### config.mk
export PLATFORM = sky130hd
export DESIGN_NAME = systolic_a_feeder_flat
export DESIGN_NICKNAME = d
export VERILOG_FILES = /design/src/rtl/tpu_pkg.sv /design/src/rtl/systolic_a_feeder_if.sv /design/src/rtl/skew_delay_line.sv /design/src/rtl/systolic_a_feeder.sv /design/src/flat_wrapper.sv
export SDC_FILE = /design/constraint.sdc
export NUM_CORES = 1
export LEC_CHECK = 0
export CAP_MARGIN = 20
export CORE_ASPECT_RATIO = 0.75
export CORE_MARGIN = 8
export CORE_UTILIZATION = 50
export CTS_BUF_LIST = sky130_fd_sc_hd__clkbuf_16
export CTS_CLUSTER_SIZE = 16
export DETAILED_ROUTE_END_ITERATION = 12
export PLACE_DENSITY = 0.68
export RECOVER_POWER = 25
export SLEW_MARGIN = 5
export SYNTH_ARGS = -nofsm -noshare
export SYNTH_HDL_FRONTEND = slang
export SYNTH_SLANG_ARGS = --single-unit
### constraint.sdc
create_clock -name clk -period 10.26 [get_ports clk]
set_clock_uncertainty 0.2 [all_clocks]
set_input_delay 2.565 -clock clk [delete_from_list [all_inputs] [get_ports clk]]
set_output_delay 2.565 -clock clk [all_outputs]
set_load 0.01 [all_outputs]
### src/rtl/tpu_pkg.sv
// Shared types and defaults for the tpumac feeder blocks.
package tpu_pkg;

   localparam int BITS_AB_DEF = 8;
   localparam int DIM_DEF     = 8;

   typedef logic signed [BITS_AB_DEF-1:0] operand_t;

   typedef enum logic [1:0] {
      IDLE,
      STREAM,
      DRAIN
   } feed_state_t;

endpackage

### src/rtl/systolic_a_feeder_if.sv
// Tile-load and west-edge stream signals of the A feeder; master drives tile data and start.
interface systolic_a_feeder_if #(
   parameter int BITS_AB = 8,
   parameter int DIM     = 8,
   parameter int ROWBITS = $clog2(DIM)
);
   logic                   WrEn;
   logic [ROWBITS-1:0]     Crow;
   logic [DIM*BITS_AB-1:0] Arow;
   logic                   start;
   logic [DIM*BITS_AB-1:0] Aout;
   logic                   en_out;
   logic                   busy;
   logic                   done;

   modport master (
      output WrEn, Crow, Arow, start,
      input  Aout, en_out, busy, done
   );

   modport slave (
      input  WrEn, Crow, Arow, start,
      output Aout, en_out, busy, done
   );
endinterface

### src/rtl/skew_delay_line.sv
// Fixed-depth register chain that delays one lane by DEPTH cycles; DEPTH=0 is a wire.
module skew_delay_line #(
   parameter int DEPTH = 1,
   parameter int BITS  = 8
) (
   input  logic            clk,
   input  logic            rst,
   input  logic [BITS-1:0] i_d,
   output logic [BITS-1:0] o_q
);

   if (DEPTH == 0) begin : g_wire
      logic w_unused_clk_rst;
      assign w_unused_clk_rst = clk ^ rst;
      assign o_q = i_d;
   end else begin : g_regs
      logic [BITS-1:0] r_stage [DEPTH];

      always_ff @(posedge clk) begin
         if (rst) begin
            for (int j = 0; j < DEPTH; j++) r_stage[j] <= '0;
         end else begin
            // NOTE: non-blocking assignments make every stage shift together; blocking ones would collapse the chain.
            r_stage[0] <= i_d;
            for (int j = 1; j < DEPTH; j++) r_stage[j] <= r_stage[j-1];
         end
      end

      assign o_q = r_stage[DEPTH-1];
   end

endmodule

### src/rtl/systolic_a_feeder.sv
// Holds one DIM x DIM A tile and streams it column-by-column, skewed per lane, into the array west edge.
module systolic_a_feeder
   import tpu_pkg::*;
#(
   parameter int BITS_AB = BITS_AB_DEF,
   parameter int DIM     = DIM_DEF,
   parameter int ROWBITS = $clog2(DIM)
) (
   input logic                 clk,
   input logic                 rst,
   systolic_a_feeder_if.slave  bus
);

   localparam int CW = $clog2(DIM);

   typedef logic signed [BITS_AB-1:0] lane_t;

   feed_state_t   r_state;
   logic [CW-1:0] r_col;
   lane_t         r_tile    [DIM][DIM];
   lane_t         w_inject  [DIM];
   lane_t         w_delayed [DIM];
   lane_t         r_aout    [DIM];
   logic          r_en;
   logic          r_busy;
   logic          r_fin;
   logic          r_done;

   always_ff @(posedge clk) begin
      if (rst) begin
         r_state <= IDLE;
         r_col   <= '0;
         r_en    <= 1'b0;
         r_busy  <= 1'b0;
         r_fin   <= 1'b0;
         r_done  <= 1'b0;
         // NOTE: the tile is cleared on reset so a feed after reset streams a known all-zero tile.
         for (int r = 0; r < DIM; r++)
            for (int k = 0; k < DIM; k++) r_tile[r][k] <= '0;
      end else begin
         // Flags trail the state by one edge to line up with the registered lane outputs.
         r_en   <= (r_state != IDLE);
         r_busy <= (r_state != IDLE);
         r_fin  <= (r_state == DRAIN) && (r_col == CW'(DIM-2));
         r_done <= r_fin;

         case (r_state)
            IDLE: begin
               if (bus.WrEn) begin
                  for (int r = 0; r < DIM; r++)
                     if (bus.Crow == ROWBITS'(r))
                        for (int k = 0; k < DIM; k++)
                           r_tile[r][k] <= lane_t'(bus.Arow[k*BITS_AB +: BITS_AB]);
               end
               if (bus.start) begin
                  r_state <= STREAM;
                  r_col   <= '0;
               end
            end
            STREAM: begin
               if (r_col == CW'(DIM-1)) begin
                  r_state <= DRAIN;
                  r_col   <= '0;
               end else begin
                  r_col <= r_col + CW'(1);
               end
            end
            DRAIN: begin
               if (r_col == CW'(DIM-2)) begin
                  r_state <= IDLE;
                  r_col   <= '0;
               end else begin
                  r_col <= r_col + CW'(1);
               end
            end
            default: r_state <= IDLE;
         endcase
      end
   end

   always_comb begin
      for (int i = 0; i < DIM; i++) begin
         // NOTE: default first so no path leaves w_inject unassigned and infers a latch.
         w_inject[i] = '0;
         if (r_state == STREAM) w_inject[i] = r_tile[i][r_col];
      end
   end

   for (genvar i = 0; i < DIM; i++) begin : g_lane
      skew_delay_line #(
         .DEPTH (i),
         .BITS  (BITS_AB)
      ) u_dly (
         .clk (clk),
         .rst (rst),
         .i_d (w_inject[i]),
         .o_q (w_delayed[i])
      );

      assign bus.Aout[i*BITS_AB +: BITS_AB] = r_aout[i];
   end

   always_ff @(posedge clk) begin
      if (rst) begin
         for (int i = 0; i < DIM; i++) r_aout[i] <= '0;
      end else begin
         for (int i = 0; i < DIM; i++) r_aout[i] <= w_delayed[i];
      end
   end

   assign bus.en_out = r_en;
   assign bus.busy   = r_busy;
   assign bus.done   = r_done;

endmodule

### src/flat_wrapper.sv
// flat-port wrapper written by rule: the top's interface ports become plain ports
module systolic_a_feeder_flat import tpu_pkg::*;
#(
   parameter int BITS_AB = BITS_AB_DEF,
   parameter int DIM     = DIM_DEF,
   parameter int ROWBITS = $clog2(DIM)
)
  (clk, rst, bus_WrEn, bus_Crow, bus_Arow, bus_start, bus_Aout, bus_en_out, bus_busy, bus_done);
  systolic_a_feeder_if #(.BITS_AB(BITS_AB), .DIM(DIM), .ROWBITS(ROWBITS)) bus_i ();
  input logic clk;
  input logic rst;
  input wire logic [$bits(bus_i.WrEn)-1:0] bus_WrEn;
  input wire logic [$bits(bus_i.Crow)-1:0] bus_Crow;
  input wire logic [$bits(bus_i.Arow)-1:0] bus_Arow;
  input wire logic [$bits(bus_i.start)-1:0] bus_start;
  output wire logic [$bits(bus_i.Aout)-1:0] bus_Aout;
  output wire logic [$bits(bus_i.en_out)-1:0] bus_en_out;
  output wire logic [$bits(bus_i.busy)-1:0] bus_busy;
  output wire logic [$bits(bus_i.done)-1:0] bus_done;
  assign bus_i.WrEn = bus_WrEn;
  assign bus_i.Crow = bus_Crow;
  assign bus_i.Arow = bus_Arow;
  assign bus_i.start = bus_start;
  assign bus_Aout = bus_i.Aout;
  assign bus_en_out = bus_i.en_out;
  assign bus_busy = bus_i.busy;
  assign bus_done = bus_i.done;
  systolic_a_feeder #(.BITS_AB(BITS_AB), .DIM(DIM), .ROWBITS(ROWBITS)) u_core (.clk(clk), .rst(rst), .bus(bus_i));
endmodule
==> summary.md <==
| Metric | Value |
|---|---|
| Switching share of total power | 22.0% |
| Number of nets in the layout | 2181 |
| Type of element capturing the critical path | flip-flop |
| Hold-fix buffers at CTS | 0 |
| Pins over their slew limit | 331 |
| Startpoint of the lowest-slack hold path | u_core.g_lane[6].u_dly.g_regs.r_stage[2][6] |
| Final hold vios | 0 |
| Final min period | 6.13 ns |
| Finish-stage setup viols | 0 |
| Share of post-route cells with drive strength above 1 | 6.74% |
| Startpoint of the most critical register-to-register path | u_core.r_col[1] |
| Async set or reset register ratio after synthesis | 0% |
| Static Leakage | 0.0120 uW |
| Standard cell core area | 58700 um^2 |
| Cell-by-cell trace of the critical path | clkbuf_8, clkbuf_1, buf_4, nor2b_1 |
| Die Area | 67200 um^2 |
| Worst Path Max Fanout | 94 |
| Warning count from the yosys run | 0 |
| Fillers | 4492 |
| CP required | 10.52 ns |
| Via count | 15.9k |
| Die X-Extent | 297 um |
| Max-cap violations | 5 |
| Max incr delay on CP | 2.25 ns |
| Tightest hold margin | 0.232 ns |
| Net count after synthesis | 2058 |
| Synthesized area per cell | 14.9 um^2 |
| Share of the clock period used by the worst path | 59.7% |
| HPWL after detailed placement | 41.4 mm |
| Logic pwr share | 6.5% |
| End of the worst register-to-register path | u_core.g_lane[3].u_dly.g_regs.r_stage[0][3] |
| GRT Residual Overflow | 0 |
| Violations in the final reports | capacitance limit, slew limit |
| Number of global-route vias before repair | 15.5k |
| TNS Setup | 0 ns |
| Count of cells along the worst hold path | 1 |
| Largest net degree at the start of global routing | 95 |
| Worst reg-to-reg setup slack | 6.15 ns |
| Detailed-route DRC error count | 0 |
| Sequential share of the synthesized area | 72.1% |
| Starting Density | 50.3% |
| Outcome | finished with violations |
| Top flip-flop cell by instance count after synthesis | sky130_fd_sc_hd__edfxtp_1 |
| Number of H-tree levels | 3 |
| Clk pin slew, worst setup/hold paths | 0.06 ns |
| Net switching power of the design | 1550 uW |
| Number of top-level design ports | 138 |
| Crit-path slowest cell | sky130_fd_sc_hd__clkbuf_1 |
| Global-route wire length before repair | 96.1 mm |
| Number of antenna violations at the first check in global routing | 18 |
| Clock tree from TritonCTS | done |
| Clk sinks | 808 |
| Total power density per cell area | 206 nW/um^2 |
| Clock buffer count from CTS | 77 |
| Global router's overall resource usage | 19.2% |
| Clock Root Buffer | sky130_fd_sc_hd__clkbuf_16 |
| Sequential cell fraction of total power | 53.3% |
| 1st-pass router iterations | 5 |
| Count of flip-flops with a built-in enable after synthesis | 512 |
| Maximum buffer depth of the clock tree | 3 |
| Worst hold path type | flip-flop to flip-flop |
| Die Height | 226 um |
| Min-Delay Endpoint | u_core.g_lane[6].u_dly.g_regs.r_stage[3][6] |
| Cell Area, Synth | 29500 um^2 |
| Final wirelength | 65.6 mm |
| Kind of launch point of the worst setup path | input pin |
| Final weighted congestion in routability-driven placement | 0.774 |
| Crit path kind | input pin to flip-flop |
| Mean routed wirelength per cell | 22.2 um |
| Count of cells along the worst register-to-register path | 5 |
| Setup fix buffers added after clock tree synthesis | 0 |
| Number of flip-flops and latches in the synthesized netlist | 808 |
| Max Fclk | 163 MHz |
| Cell count after synthesis | 1979 |
| Vias per cell | 5.36 |
| Latest clock arrival within the worst-skew pair | 0.62 ns |
| Least-Margin Pin Slew | 3.14 ns |
| Critical path data arrival time | 6.39 ns |
| Setup repair after global routing missed its margin | no |
| Placed instance area | 31600 um^2 |
| Largest voltage drop on the vdd net | 0.000108 V |
| Final non-filler cell area | 34100 um^2 |
| Synth-to-Final Area Change | 15.5% |
| Number of input and output port buffers inserted | 137 |
| Number of core rows | 77 |
| Iteration-0 DRC count of the detailed router | 1461 |
| Internal Pwr Total | 5480 uW |
| Number of gates given a new drive strength after cts | 0 |
| Clock group share of total power | 40.2% |
| Remaining antenna violation count after routing | 0 |
| Slew HR | -109% |
| Distinct cell type count after synthesis | 41 |
-- routing by layer --
layer	track usage (%)	wire length (um)	vias up	share of wire, %
met3	4.26	5820	110	8.9
met5	0	0	-	0
met4	5.70	1620	0	2.5
met2	29.5	29900	576	46
li1	-	-	7276	-
met1	27.3	28300	7901	43
-- sequential cells by signal, summed over array words and instances, names as in the netlist --
name                                count
u_core.bus.done                         1
u_core.bus.en_out                       1
u_core.r_tile                         512
u_core.r_col                            3
u_core.r_state                          2
u_core.r_aout                          64
u_core.g_lane.u_dly.g_regs.r_stage    224
u_core.r_fin                            1
-- area by class of cell --
| type | instances | area (um^2) | area share [%] |
|---|---|---|---|
| clock inverter | 61 | 482 | 1.41 |
| timing repair buffer | 160 | 1530 | 4.47 |
| clock buffer | 82 | 2050 | 6.02 |
| tap | 790 | 988 | 2.90 |
| sequential | 808 | 21300 | 62.5 |
| antenna | 2 | 5.00 | 0.0147 |
| multi-input combinational | 1051 | 7730 | 22.7 |
| inverter | 4 | 15.0 | 0.0440 |
-- critical path: cells and delay by family --
family	cells	cell delay, ns
buffers and inverters	3	3.60
AND/OR/NAND/NOR	1	0.12
-- logic make-up after synthesis --
group                      after synthesis  synth area share [%]
adders and majority gates                8                 0.339
and+or+nand+nor                        641                  13.7
DFF                                    808                  72.1
buffers and inverters                  120                  2.01
AOI/OAI and AO/OA                      146                  3.11
muxes                                  256                  8.68
-- through the flow --
step | util (%) | instances | setup WS (ns) | power, uW
2_1_floorplan | - | 1979 | 2.20 | 4080
3_3_place_gp | 53.9 | 2813 | 4.83 | 4260
3_5_place_dp | 53.9 | 2813 | 4.80 | 4280
4_1_cts | 58.2 | 2956 | 5.45 | 7090
5_1_grt | 58.1 | 2956 | 3.50 | 7260
6_report | 58.1 | 2958 | 4.13 | 7030
-- power by group through the flow --
stage / clock, uW / sequential [uW] / combinational [uW]
CTS: 2880 / 3750 / 463
global route: 3000 / 3760 / 491
floorplan: 0 / 3810 / 266
global placement: 0 / 3810 / 448
detailed placement: 0 / 3820 / 461
finish: 2830 / 3750 / 455
-- synthesized netlist by cell type, types with 4 or more instances --
| cell type | instances | area (um^2) |
|---|---|---|
| sky130_fd_sc_hd__edfxtp_1 | 512 | 15400 |
| sky130_fd_sc_hd__and2_1 | 320 | 2000 |
| sky130_fd_sc_hd__dfxtp_1 | 296 | 5930 |
| sky130_fd_sc_hd__mux2i_1 | 256 | 2560 |
| sky130_fd_sc_hd__nor2b_1 | 227 | 1420 |
| sky130_fd_sc_hd__o22ai_1 | 128 | 801 |
| sky130_fd_sc_hd__or2_1 | 60 | 375 |
| sky130_fd_sc_hd__clkbuf_1 | 56 | 210 |
| sky130_fd_sc_hd__buf_2 | 38 | 190 |
| sky130_fd_sc_hd__buf_6 | 9 | 101 |
| sky130_fd_sc_hd__ha_1 | 8 | 100 |
| sky130_fd_sc_hd__o21ai_0 | 8 | 40.0 |
| sky130_fd_sc_hd__or2_2 | 6 | 37.5 |
| sky130_fd_sc_hd__buf_4 | 5 | 37.5 |
| sky130_fd_sc_hd__clkbuf_2 | 4 | 20.0 |
| sky130_fd_sc_hd__inv_1 | 4 | 15.0 |
| sky130_fd_sc_hd__nor2_1 | 4 | 15.0 |
-- how the worst max path moves through the flow --
stage / start / end / slack [ns] / cells past startpoint
6_report: rst / u_core.g_lane[7].u_dly.g_regs.r_stage[1][5] / 4.13 / 4
5_1_grt: rst / u_core.g_lane[7].u_dly.g_regs.r_stage[1][6] / 3.50 / 4
4_1_cts: bus_WrEn / u_core.r_tile[0][30] / 5.45 / 5
3_5_place_dp: bus_WrEn / u_core.r_tile[0][6] / 4.80 / 5
3_3_place_gp: bus_WrEn / u_core.r_tile[0][14] / 4.83 / 5
2_1_floorplan: bus_Crow[1] / u_core.r_tile[1][100] / 2.20 / 2
-- cells in the final DEF (no fill, tap or decap), types with 2 or more instances in the layout --
cell / n
sky130_fd_sc_hd__diode_2: 2
sky130_fd_sc_hd__dlygate4sd3_1: 2
sky130_fd_sc_hd__nand2_1: 3
sky130_fd_sc_hd__nor2b_1: 227
sky130_fd_sc_hd__bufinv_16: 8
sky130_fd_sc_hd__inv_1: 28
sky130_fd_sc_hd__o22ai_1: 128
sky130_fd_sc_hd__nor2_1: 4
sky130_fd_sc_hd__edfxtp_1: 512
sky130_fd_sc_hd__o21ai_4: 7
sky130_fd_sc_hd__o211ai_1: 3
sky130_fd_sc_hd__ha_1: 8
sky130_fd_sc_hd__and2_0: 85
sky130_fd_sc_hd__mux2i_1: 256
sky130_fd_sc_hd__nand4bb_4: 2
sky130_fd_sc_hd__inv_6: 4
sky130_fd_sc_hd__nand3b_1: 2
sky130_fd_sc_hd__clkbuf_16: 82
sky130_fd_sc_hd__or2_1: 60
sky130_fd_sc_hd__dfxtp_1: 295
sky130_fd_sc_hd__clkbuf_1: 6
sky130_fd_sc_hd__buf_4: 17
sky130_fd_sc_hd__clkinv_2: 7
sky130_fd_sc_hd__nand2b_1: 3
sky130_fd_sc_hd__o41ai_1: 3
sky130_fd_sc_hd__or2_2: 6
sky130_fd_sc_hd__clkinv_1: 13
sky130_fd_sc_hd__clkdlybuf4s50_1: 134
sky130_fd_sc_hd__and2_1: 235
sky130_fd_sc_hd__inv_2: 3
sky130_fd_sc_hd__nor2_2: 3
Note: power is estimated with default switching activity, not from simulation.
